==> config.mk <==
export PLATFORM = sky130hd
export DESIGN_NAME = fc_frame_ctrl
export DESIGN_NICKNAME = d
export VERILOG_FILES = /design/src/rtl/fc_pkg.sv /design/src/rtl/fc_idx_cnt.sv /design/src/rtl/fc_frame_ctrl.sv
export SDC_FILE = /design/constraint.sdc
export NUM_CORES = 1
export LEC_CHECK = 0
export CAP_MARGIN = 15
export CORE_ASPECT_RATIO = 1.1
export CORE_MARGIN = 4
export CORE_UTILIZATION = 40
export CTS_CLUSTER_DIAMETER = 50
export DETAILED_ROUTE_END_ITERATION = 6
export PLACE_DENSITY_LB_ADDON = 0.3
export SLEW_MARGIN = 0
export SYNTH_ARGS = -nofsm -noshare
export SYNTH_HDL_FRONTEND = slang
export SYNTH_SLANG_ARGS = --single-unit
==> constraint.sdc <==
create_clock -name clk -period 2.1 [get_ports clk]
set_input_delay 0.315 -clock clk [delete_from_list [all_inputs] [get_ports clk]]
set_output_delay 0.315 -clock clk [all_outputs]
set_load 0.01 [all_outputs]
==> src/rtl/fc_pkg.sv <==
// Shared constants and state encoding for the FC classifier frame controller,
// its accumulator and the bench.
package fc_pkg;

    localparam int INPUT_NUM = 3136;
    localparam int DATA_BITS = 8;
    localparam int ADDR_BITS = 12;
    localparam int SUM_BITS  = 32;
    localparam int FCNT_BITS = 16;

    typedef enum logic [2:0] {
        IDLE   = 3'd0,
        CLEAR  = 3'd1,
        STREAM = 3'd2,
        BIAS   = 3'd3,
        WAIT   = 3'd4,
        DECIDE = 3'd5
    } state_t;

endpackage

==> src/rtl/fc_idx_cnt.sv <==
// Feature index counter: clears to zero, steps once per accepted feature and
// flags the terminal index INPUT_NUM-1 (wraps to zero so it never runs past it).
module fc_idx_cnt #(
    parameter int INPUT_NUM = fc_pkg::INPUT_NUM,
    parameter int ADDR_BITS = fc_pkg::ADDR_BITS
) (
    input  logic                 clk,
    input  logic                 rst,
    input  logic                 clr,
    input  logic                 inc,
    output logic [ADDR_BITS-1:0] idx,
    output logic                 last
);

    localparam logic [ADDR_BITS-1:0] LAST_IDX = ADDR_BITS'(INPUT_NUM - 1);

    assign last = (idx == LAST_IDX);

    always_ff @(posedge clk) begin
        if (rst || clr) begin
            idx <= '0;
        end else if (inc) begin
            idx <= last ? '0 : idx + ADDR_BITS'(1);
        end
    end

endmodule

==> src/rtl/fc_frame_ctrl.sv <==
// Frame sequencer: streams INPUT_NUM features into the accumulator, adds bias, then
// compares the sum to T; result pulses INPUT_NUM+5 cycles after start at full input rate.
module fc_frame_ctrl #(
    parameter int                         INPUT_NUM  = fc_pkg::INPUT_NUM,
    parameter int                         DATA_BITS  = fc_pkg::DATA_BITS,
    parameter int                         ADDR_BITS  = fc_pkg::ADDR_BITS,
    parameter int                         SUM_BITS   = fc_pkg::SUM_BITS,
    parameter int                         ACC_LAT    = 1,
    parameter logic signed [SUM_BITS-1:0] T          = '0,
    parameter bit                         AUTO_REARM = 1'b0
) (
    input  logic                        clk,
    input  logic                        rst,
    input  logic                        start,
    input  logic                        abort,
    input  logic                        in_valid,
    input  logic signed [DATA_BITS-1:0] in_data,
    output logic                        in_ready,
    output logic                        mac_clr,
    output logic                        mac_en,
    output logic signed [DATA_BITS-1:0] mac_data,
    output logic [ADDR_BITS-1:0]        w_addr,
    output logic                        bias_add,
    input  logic signed [SUM_BITS-1:0]  acc_sum,
    output logic                        sum_valid,
    output logic                        is_one,
    output logic                        busy,
    output logic [15:0]                 frame_cnt
);
    import fc_pkg::*;

    localparam int                WAIT_W    = (ACC_LAT > 1) ? $clog2(ACC_LAT) : 1;
    localparam logic [WAIT_W-1:0] WAIT_LAST = WAIT_W'(ACC_LAT - 1);

    state_t               state;
    state_t               state_nx;
    logic                 accept;
    logic                 abort_hit;
    logic                 decide;
    logic                 idx_clr;
    logic                 idx_last;
    logic [ADDR_BITS-1:0] idx;
    logic [WAIT_W-1:0]    wait_cnt;

    assign in_ready  = (state == STREAM);
    assign busy      = (state != IDLE);
    assign abort_hit = abort & busy;
    // A feature offered on the abort cycle is dropped so it cannot race the clear.
    assign accept    = in_valid & in_ready & ~abort;
    assign decide    = (state == DECIDE) & ~abort;
    assign idx_clr   = (state == CLEAR) | abort_hit;

    fc_idx_cnt #(
        .INPUT_NUM (INPUT_NUM),
        .ADDR_BITS (ADDR_BITS)
    ) u_idx_cnt (
        .clk  (clk),
        .rst  (rst),
        .clr  (idx_clr),
        .inc  (accept),
        .idx  (idx),
        .last (idx_last)
    );

    always_comb begin
        state_nx = state;
        unique case (state)
            IDLE:    if (start) state_nx = CLEAR;
            CLEAR:   state_nx = STREAM;
            STREAM:  if (accept && idx_last) state_nx = BIAS;
            BIAS:    state_nx = WAIT;
            WAIT:    if (wait_cnt == WAIT_LAST) state_nx = DECIDE;
            DECIDE:  state_nx = AUTO_REARM ? CLEAR : IDLE;
            default: state_nx = IDLE;
        endcase
        if (abort) state_nx = IDLE;
    end

    always_ff @(posedge clk) begin
        if (rst) begin
            state <= IDLE;
        end else begin
            state <= state_nx;
        end
    end

    always_ff @(posedge clk) begin
        if (rst) begin
            mac_clr   <= 1'b0;
            mac_en    <= 1'b0;
            mac_data  <= '0;
            w_addr    <= '0;
            bias_add  <= 1'b0;
            sum_valid <= 1'b0;
            is_one    <= 1'b0;
            frame_cnt <= '0;
            wait_cnt  <= '0;
        end else begin
            // Registered so the clear lines up with the CLEAR state and follows an abort.
            mac_clr   <= (state_nx == CLEAR) | abort_hit;
            mac_en    <= accept;
            if (accept) begin
                mac_data <= in_data;
                w_addr   <= idx;
            end
            bias_add  <= (state == BIAS) & ~abort;
            sum_valid <= decide;
            if (decide) begin
                is_one    <= (acc_sum > T);
                frame_cnt <= frame_cnt + 16'd1;
            end
            wait_cnt  <= (state == WAIT) ? wait_cnt + WAIT_W'(1) : '0;
        end
    end

endmodule
=== After elaboration in Yosys (flattened, before gate mapping) ===
Cells that the tools add are included.

* Reduce and logical (&&, ||, !) cells: 5
* Add/sub/neg operators: 3
* Muxes and demuxes: 6
* Div/mod/pow operators: 0
* Equal/unequal tests: 7
* Bitwise gates (word level): 9
* Shift-type cells: 0
* $lt $le $gt $ge: 1
* Multipliers: 0

{| class="wikitable"
|+ Operators with widths
! operator !! count
|-
| $gt A32 B1 Y1 const B || 1
|-
| $add A16 B1 Y16 const B || 1
|-
| $pmux W3 S5 || 1
|-
| $add A12 B1 Y12 const B || 1
|-
| $eq A12 B12 Y1 const B || 1
|-
| $mux W12 || 1
|-
| $mux W3 || 4
|-
| $eq A3 B1 Y1 const B || 2
|-
| $eq A3 B2 Y1 const B || 2
|-
| $eq A3 B3 Y1 const B || 2
|-
| $and A1 B1 Y1 || 5
|-
| $logic_not A3 Y1 || 1
|-
| $reduce_bool A3 Y1 || 1
|-
| $not A1 Y1 || 2
|-
| $or A1 B1 Y1 || 2
|-
| $reduce_or A2 Y1 || 1
|-
| $add A1 B1 Y1 const B || 1
|-
| $logic_and A1 B1 Y1 || 1
|-
| $logic_or A1 B1 Y1 || 1
|}

* ROM bits: 0
* Register bits after elaboration: 57
* Bits in latches: 0
* Logic and storage cells: 42
* Bits of input ports: 45
* RAM bits: 0
* Memories: 0

=== Logic depth before layout (Yosys ltp) ===
Gate-level depths: netlist of the first run.

* Word-level depth: 9
* Depth in mapped cells: 7
* Gate-level depth less buffers: 5

=== Modules after synthesis ===
A second synthesis of the first run with hierarchy kept.

* Cells, all modules: 281
* Area, all modules: 2,431.1 um2

{| class="wikitable"
|+ Modules (own cells, without submodules)
! module !! area each (um2) !! seq. area each (um2) !! cells each !! instances
|-
| fc_frame_ctrl || 1,886.8 || 900.9 || 221 || 1
|-
| fc_idx_cnt || 544.3 || 240.2 || 60 || 1
|}

=== Worst setup path after synthesis of the first run ===
Ideal clock, no wire load.

* Kind: reg-to-reg
* Start: reg state[1]
* End: reg u_idx_cnt.idx[11]
* Path buffers: 2
* Required time: 2.030 ns
* Cell stages (with the launch flop): 7
* Setup slack: 0.054 ns
* Arrival time: 1.976 ns
* Clock period less this slack: 2.046 ns
* Setup time: 0.070 ns
* Path through: dfxtp_1 -> buf_4 -> or3b_1 -> buf_6 -> or4_4 -> or4_1 -> a21oi_1

* Word-level cells in the longest chain between the ends: 4

{| class="wikitable"
|+ Ends and longest elaborated chain
! item !! RTL line !! text
|-
| start, declared || fc_frame_ctrl.sv:35 || <nowiki>state_t state;</nowiki>
|-
| start signal, assigned || fc_frame_ctrl.sv:83 || <nowiki>state <= state_nx;</nowiki>
|-
| $reduce_bool A3 Y1 || fc_frame_ctrl.sv:46 || <nowiki>assign busy = (state != IDLE);</nowiki>
|-
| $and A1 B1 Y1 || fc_frame_ctrl.sv:47 || <nowiki>assign abort_hit = abort & busy;</nowiki>
|-
| $or A1 B1 Y1 || fc_frame_ctrl.sv:51 || <nowiki>assign idx_clr = (state == CLEAR) | abort_hit;</nowiki>
|-
| $logic_or A1 B1 Y1 || fc_idx_cnt.sv:20 || <nowiki>if (rst || clr) begin</nowiki>
|-
| end signal, assigned || fc_idx_cnt.sv:23 || <nowiki>idx <= last ? '0 : idx + ADDR_BITS'(1);</nowiki>
|-
| end, declared || fc_idx_cnt.sv:11 || <nowiki>output logic [ADDR_BITS-1:0] idx,</nowiki>
|}

Several ways; a longest one is shown, not always the timed one.
A chain may end at the register's enable or synchronous reset.

=== Worst setup path in the final report of the first run ===
* Start: reg state[1]
* End: out busy

* Word-level cells in the longest chain between the ends: 1

{| class="wikitable"
|+ Ends and longest elaborated chain
! item !! RTL line !! text
|-
| $reduce_bool A3 Y1 || fc_frame_ctrl.sv:46 ||
|-
| end, declared || fc_frame_ctrl.sv:27 || <nowiki>output logic busy,</nowiki>
|}

No other way between the ends.

==> run summary, run 1 <==
Outcome = completed
Area share of the largest cell type after synthesis = 47.4%
Sequential fraction of the synthesis area = 47.4%
Clk sinks = 57
Core box area = 5810 um2
Vias in the first global route = 2,231
Required time of the worst setup path = 1.78 ns
Post-synth EDFFs = 0
Crit start category = flip-flop
Post-Syn Area = 2410 um2
Insertion delay to the later sink of the worst-skew pair = 0.33 ns
Routed wire length = 6700 um
CP Max Fanout = 7
CTS Buf Count = 9
Die area = 7320 um2
Placed insts = 453
Synthesis warning total = 0
Drt wl/cell = 14.3 um
Post-CTS setup buffer count = 0
Initial DRC count = 84
Global route total overflow = 0
Pre-CTS WS = 0.000940 ns
Post-route ant nets = 0
CTS clk-pin slew, worst paths = 0.06 ns
Filler cells = 530
Num ports = 88
Slew Viols, Final = 0
Arr. time, crit path = 1.71 ns
H-tree lvl count = 3
Internal = 1.78 mW
Port Buffers = 87
Antenna violations before repair = 0
TritonCTS clock tree = done
Die height = 89.3 um
Psw = 0.469 mW
Tcrit/Tclk final = 96.6%
Fin Clk Skew = 0.00667 ns
Pwr/cell area = 624 nW/um2
Detailed-router iteration count before antenna repair = 5
Top cells by count, synth = 57 x dfxtp_1, 57 x nand2_1, 34 x a21oi_1
Final Wtd Congestion = 0.867
Critical path endpoint category = primary output
Leakage = 1.22 nW
Root Buffer = clkbuf_8
Via count = 2,397
Share of post-route cells with drive strength above 1 = 8.44%
Syn_nets = 338
Min Tclk post-route = 2.03 ns
Largest net degree at the start of global routing = 32
Cell count after synthesis = 291
Die W = 82.0 um
Clk buf depth = 2
Hold Crit Class = reg2reg
Setup TNS = 0 ns
Fmax = 493 MHz
Setup violators final = 0
Clock network power share = 45.2%
Maximum VDD drop = 0.000398 V
Worst-margin pin slew = 0.605 ns
GRT Overall Usage = 18.5%
Comb pwr share = 6.5%
Synth-to-layout area growth = 50.0%
Synth area leaders = dfxtp_1 47%, nand2_1 8.9%, a21oi_1 7.1%
Relative slew slack = 59.1%
RSZ-0062 raised after global routing = false
Final setup margin = 0.0724 ns
Switching Fraction = 20.8%
Post-DP HPWL = 4930 um
Avg Vias per Cell = 5.12
Final nets = 434
Hold-fix buffers, CTS = 0
Synth unique cells = 37
CTS resizes = 1
Avg Inst Size Synth = 8.27 um2
Largest area contributor in the netlist = dfxtp_1
Async set or reset register ratio after synthesis = 0%
Number of inserted diodes = 0
Flop pwr share = 48.2%
Post-synth top flop = dfxtp_1
Row count = 29
Final cell count without fillers = 468
Global-route wire length before repair = 10,400 um
Synth Register Bits = 57
Remaining DRCs = 0
Critical path type = reg2out
Max Cap Viol = 0
Starting Density = 41.4%
Fin. Hold Viols = 0
==> state kept, by name, indices dropped and copies added, names as in the netlist <==
| register | flops |
|---|---|
| sum_valid | 1 |
| frame_cnt | 16 |
| u_idx_cnt.idx | 12 |
| mac_en | 1 |
| wait_cnt | 1 |
| state | 3 |
| w_addr | 12 |
| mac_data | 8 |
| mac_clr | 1 |
| is_one | 1 |
| bias_add | 1 |
==> final timing paths <==
path | slack, ns | cells after the start | from | endpoint
max reg2reg | 0.20 | 4 | state[0]$_SDFF_PP0_ | u_idx_cnt.idx[11]$_SDFFE_PP0P_
max | 0.07 | 3 | state[1]$_SDFF_PP0_ | busy
min reg2reg | 0.45 | 2 | is_one$_SDFFE_PP0P_ | is_one$_SDFFE_PP0P_
min | 0.45 | 2 | is_one$_SDFFE_PP0P_ | is_one$_SDFFE_PP0P_
==> power by group through the flow <==
stage          logic (mW)  clock network, mW  registers [mW]
6_report            0.147               1.02            1.09
5_1_grt             0.156               1.09            1.09
4_1_cts             0.147               1.04            1.09
3_5_place_dp        0.147                  0            1.11
3_3_place_gp        0.145                  0            1.11
2_1_floorplan      0.0400                  0            1.11
==> routing by layer <==
| layer | share of wire (%) | wire length [um] | up-vias | track usage (%) |
|---|---|---|---|---|
| li1 | - | - | 1214 | - |
| met1 | 43 | 2880 | 1122 | 22.4 |
| met2 | 52 | 3460 | 50 | 30.9 |
| met3 | 3.9 | 264 | 11 | 4.03 |
| met4 | 1.5 | 102 | 0 | 8.91 |
| met5 | 0 | 0 | - | 0 |
==> through the flow <==
step           cell area [um2]  hold WS (ns)  power [mW]  utilization (%)
4_1_cts                   3610         0.455        2.27             62.2
3_5_place_dp              3410         0.447        1.26             58.8
6_report                  3610         0.453        2.25             62.2
5_1_grt                   3610         0.473        2.34             62.2
2_1_floorplan             2410         0.450        1.15                -
3_3_place_gp              3410         0.438        1.25             58.8
==> critical path, cell delays in order, from the launching register on <==
cell	delay [ns]
dfxtp_1	0.31
buf_4	0.15
or3_1	0.42
clkdlybuf4s50_1	0.50
==> placed cells by master, fill, tap and decap left out, types with 2 or more instances in the layout <==
cell	count
clkdlybuf4s50_1	86
nor2_1	22
and3_1	3
inv_1	3
xor2_1	7
a21oi_1	34
nand2_1	57
nor2b_1	2
nor3_1	4
xnor2_1	9
clkinv_2	2
nand3b_1	5
ha_1	2
clkbuf_8	11
buf_4	16
nand4_1	11
or3_1	7
dfxtp_1	57
and4_1	2
nor4_1	12
o31ai_1	4
nand3_1	7
or4_1	4
o21ai_0	8
==> cell type report <==
| class | count | area (um2) | area share (%) |
|---|---|---|---|
| flip-flops and latches | 57 | 1140 | 31.6 |
| well taps | 77 | 96.3 | 2.67 |
| inverters | 3 | 11.3 | 0.312 |
| multi-input cells | 213 | 1170 | 32.6 |
| clock buffers | 12 | 155 | 4.30 |
| repair buffers | 103 | 990 | 27.4 |
| clock inverters | 3 | 40.0 | 1.11 |
==> cells by family after synthesis <==
logic type                 count (synthesis)  share of synthesized area [%]
and+or+nand+nor                          144                           30.3
DFF                                       57                           47.4
AOI/OAI and AO/OA                         51                           11.6
buffers and inverters                     21                           3.74
xor gates and xnor gates                  16                           5.82
adders and majority gates                  2                           1.04
(Power assumes the default switching activity.)
==> inputs of run 2 (changes only) <==
--- a/config.mk
+++ b/config.mk
@@ -8,9 +8,10 @@
 export CAP_MARGIN = 15
 export CORE_ASPECT_RATIO = 1.1
 export CORE_MARGIN = 4
-export CORE_UTILIZATION = 40
+export CORE_UTILIZATION = 48
 export CTS_CLUSTER_DIAMETER = 50
 export DETAILED_ROUTE_END_ITERATION = 6
+export GPL_TIMING_DRIVEN = 0
 export PLACE_DENSITY_LB_ADDON = 0.3
 export SLEW_MARGIN = 0
 export SYNTH_ARGS = -nofsm -noshare
==> constraint.sdc (replaced) <==
create_clock -name clk -period 2.6 [get_ports clk]
set_input_delay 0.39 -clock clk [delete_from_list [all_inputs] [get_ports clk]]
set_output_delay 0.39 -clock clk [all_outputs]
set_load 0.01 [all_outputs]
==> run 2 against run 1 <==
  * Routed wire length fell by 3.8%
  * Register-to-register slack gained 0.20 ns
  * Clock power fell by 21%
  * Core utilization increased by 12 points
  * Setup slack better by 0.22 ns
  * Die area down 15%
  * Global-route usage is 2.9 points higher
  * Non-clock buffer count is 1 higher
  * Cell area is 2.3% lower
  * Power is 20% lower
==> run summary, run 2 (synthesized netlist as in run 1, its figures left out) <==
GRT Overall Usage = 21.4%
Setup TNS = 0 ns
Worst Hold Margin = 0.442 ns
Outcome = completed
Number of inserted diodes = 0
Share of post-route cells with drive strength above 1 = 4.58%
Critical path type = reg2out
Arr. time, crit path = 1.92 ns
H-tree lvl count = 3
Clk sinks = 57
RSZ-0062 raised after global routing = false
Crit start category = flip-flop
Avg Vias per Cell = 5.42
Reg with most FFs = frame_cnt
Final cell count without fillers = 449
Post-CTS setup buffer count = 0
Hold Path Cell Cnt = 2
Top Layer Used = met4
Initial DRC count = 150
Synth-to-layout area growth = 46.5%
Largest regs = frame_cnt: 16 flops, u_idx_cnt.idx: 12 flops, w_addr: 12 flops
WL met2 = 3380 um
Row count = 26
Critical path endpoint category = primary output
Slew Viols, Final = 0
Min Tclk post-route = 2.31 ns
Final nets = 435
Leakage = 1.15 nW
Max Cap Viol = 0
Fin. Hold Viols = 0
Register area = 1140 um2
CTS clk-pin slew, worst paths = 0.06 ns
Worst reg2reg path depth = 6
Pwr/cell area = 509 nW/um2
Area of the multi-input gates = 1170 um2
Placed inst area = 3340 um2
Core box area = 4750 um2
Post-layout util = 74.2%
Root Buffer = clkbuf_8
CTS Buf Count = 9
Relative slew slack = 60.5%
Setup violators final = 0
Port Buffers = 86
Die area = 6210 um2
Fin Clk Skew = 0.00695 ns
Hold-fix buffers, CTS = 0
Die W = 75.5 um
Post-route ant nets = 0
Final instance area = 3530 um2
Maximum VDD drop = 0.000368 V
Die height = 82.3 um
Num ports = 88
Drt wl/cell = 14.4 um
Post-DP HPWL = 4830 um
Commonest cells after routing, fill and taps aside = 86 x clkdlybuf4s50_1, 57 x nand2_1, 57 x dfxtp_1
CP Max Fanout = 10
Antenna violations before repair = 0
Vias in the first global route = 2,263
WL met3 = 361 um
Clk buf depth = 2
Fmax = 433 MHz
Detailed-router iteration count before antenna repair = 4
Max reg flops = 16
Global-route wire length before repair = 10,200 um
Hold Crit Class = in2reg
Filler cells = 366
Commonest non-fill, non-tap cell in the layout = clkdlybuf4s50_1
Insertion delay to the later sink of the worst-skew pair = 0.34 ns
Via count = 2,432
Routed wire length = 6450 um
Placed insts = 433
CTS resizes = 0
Required time of the worst setup path = 2.21 ns
Tcrit/Tclk final = 88.8%
Worst-margin pin slew = 0.584 ns
Final Wtd Congestion = 0.882
Remaining DRCs = 0
Global route total overflow = 0
Largest net degree at the start of global routing = 11
TritonCTS clock tree = done
Wl on met1 = 2570 um
Starting Density = 50.7%
## run 2: cell count changes in the layout (fill, tap and decap cells not counted)
cell           delta
buf_4            -15
buf_6             +1
dlygate4sd2_1     -1
buf_1             +2
clkbuf_1         +16
clkbuf_8          -1
## run 2: worst paths after layout
kind                                  from                        endpoint  slack (ns)
hold / removal                         rst              mac_clr$_SDFF_PP0_        0.44
setup reg to reg       state[1]$_SDFF_PP0_  u_idx_cnt.idx[11]$_SDFFE_PP0P_        0.40
hold reg to reg   mac_data[7]$_SDFFE_PP0P_        mac_data[7]$_SDFFE_PP0P_        0.45
setup / recovery       state[1]$_SDFF_PP0_                        in_ready        0.29
## run 2: critical path, cell delays in order (launching register included)
cell	delay [ns]
dfxtp_1	0.31
buf_4	0.14
or3b_1	0.40
buf_6	0.16
inv_1	0.05
clkdlybuf4s50_1	0.52
## run 2: layout make-up
cell class,instances,share of cell area (%)
Multi-Input combinational cell,213,33.3
Sequential cell,57,32.4
Timing Repair Buffer,86,24.4
Clock buffer,13,4.22
Buffer,18,2.24
Tap cell,56,1.99
Clock inverter,3,1.14
Inverter,3,0.319
## run 2: stage by stage
| stage | power [mW] | setup WS (ns) |
|---|---|---|
| 2_1_floorplan | 0.930 | 0.554 |
| 3_3_place_gp | 1.01 | 0.0755 |
| 3_5_place_dp | 1.01 | 0.0454 |
| 4_1_cts | 1.80 | 0.287 |
| 5_1_grt | 1.84 | 0.180 |
| 6_report | 1.79 | 0.291 |
## run 2: power breakdown
part | internal, mW | total (mW) | switching (mW)
Combinational | 0.0733 | 0.116 | 0.0425
Clock | 0.466 | 0.801 | 0.335
Sequential | 0.876 | 0.878 | 0.00189
Total | 1.42 | 1.79 | 0.379
## run 2: layer usage
layer	up-vias	global-route usage, %
met5	-	0
met4	0	11.2
met3	13	4.24
met2	76	36.4
met1	1124	25.3
li1	1219	-
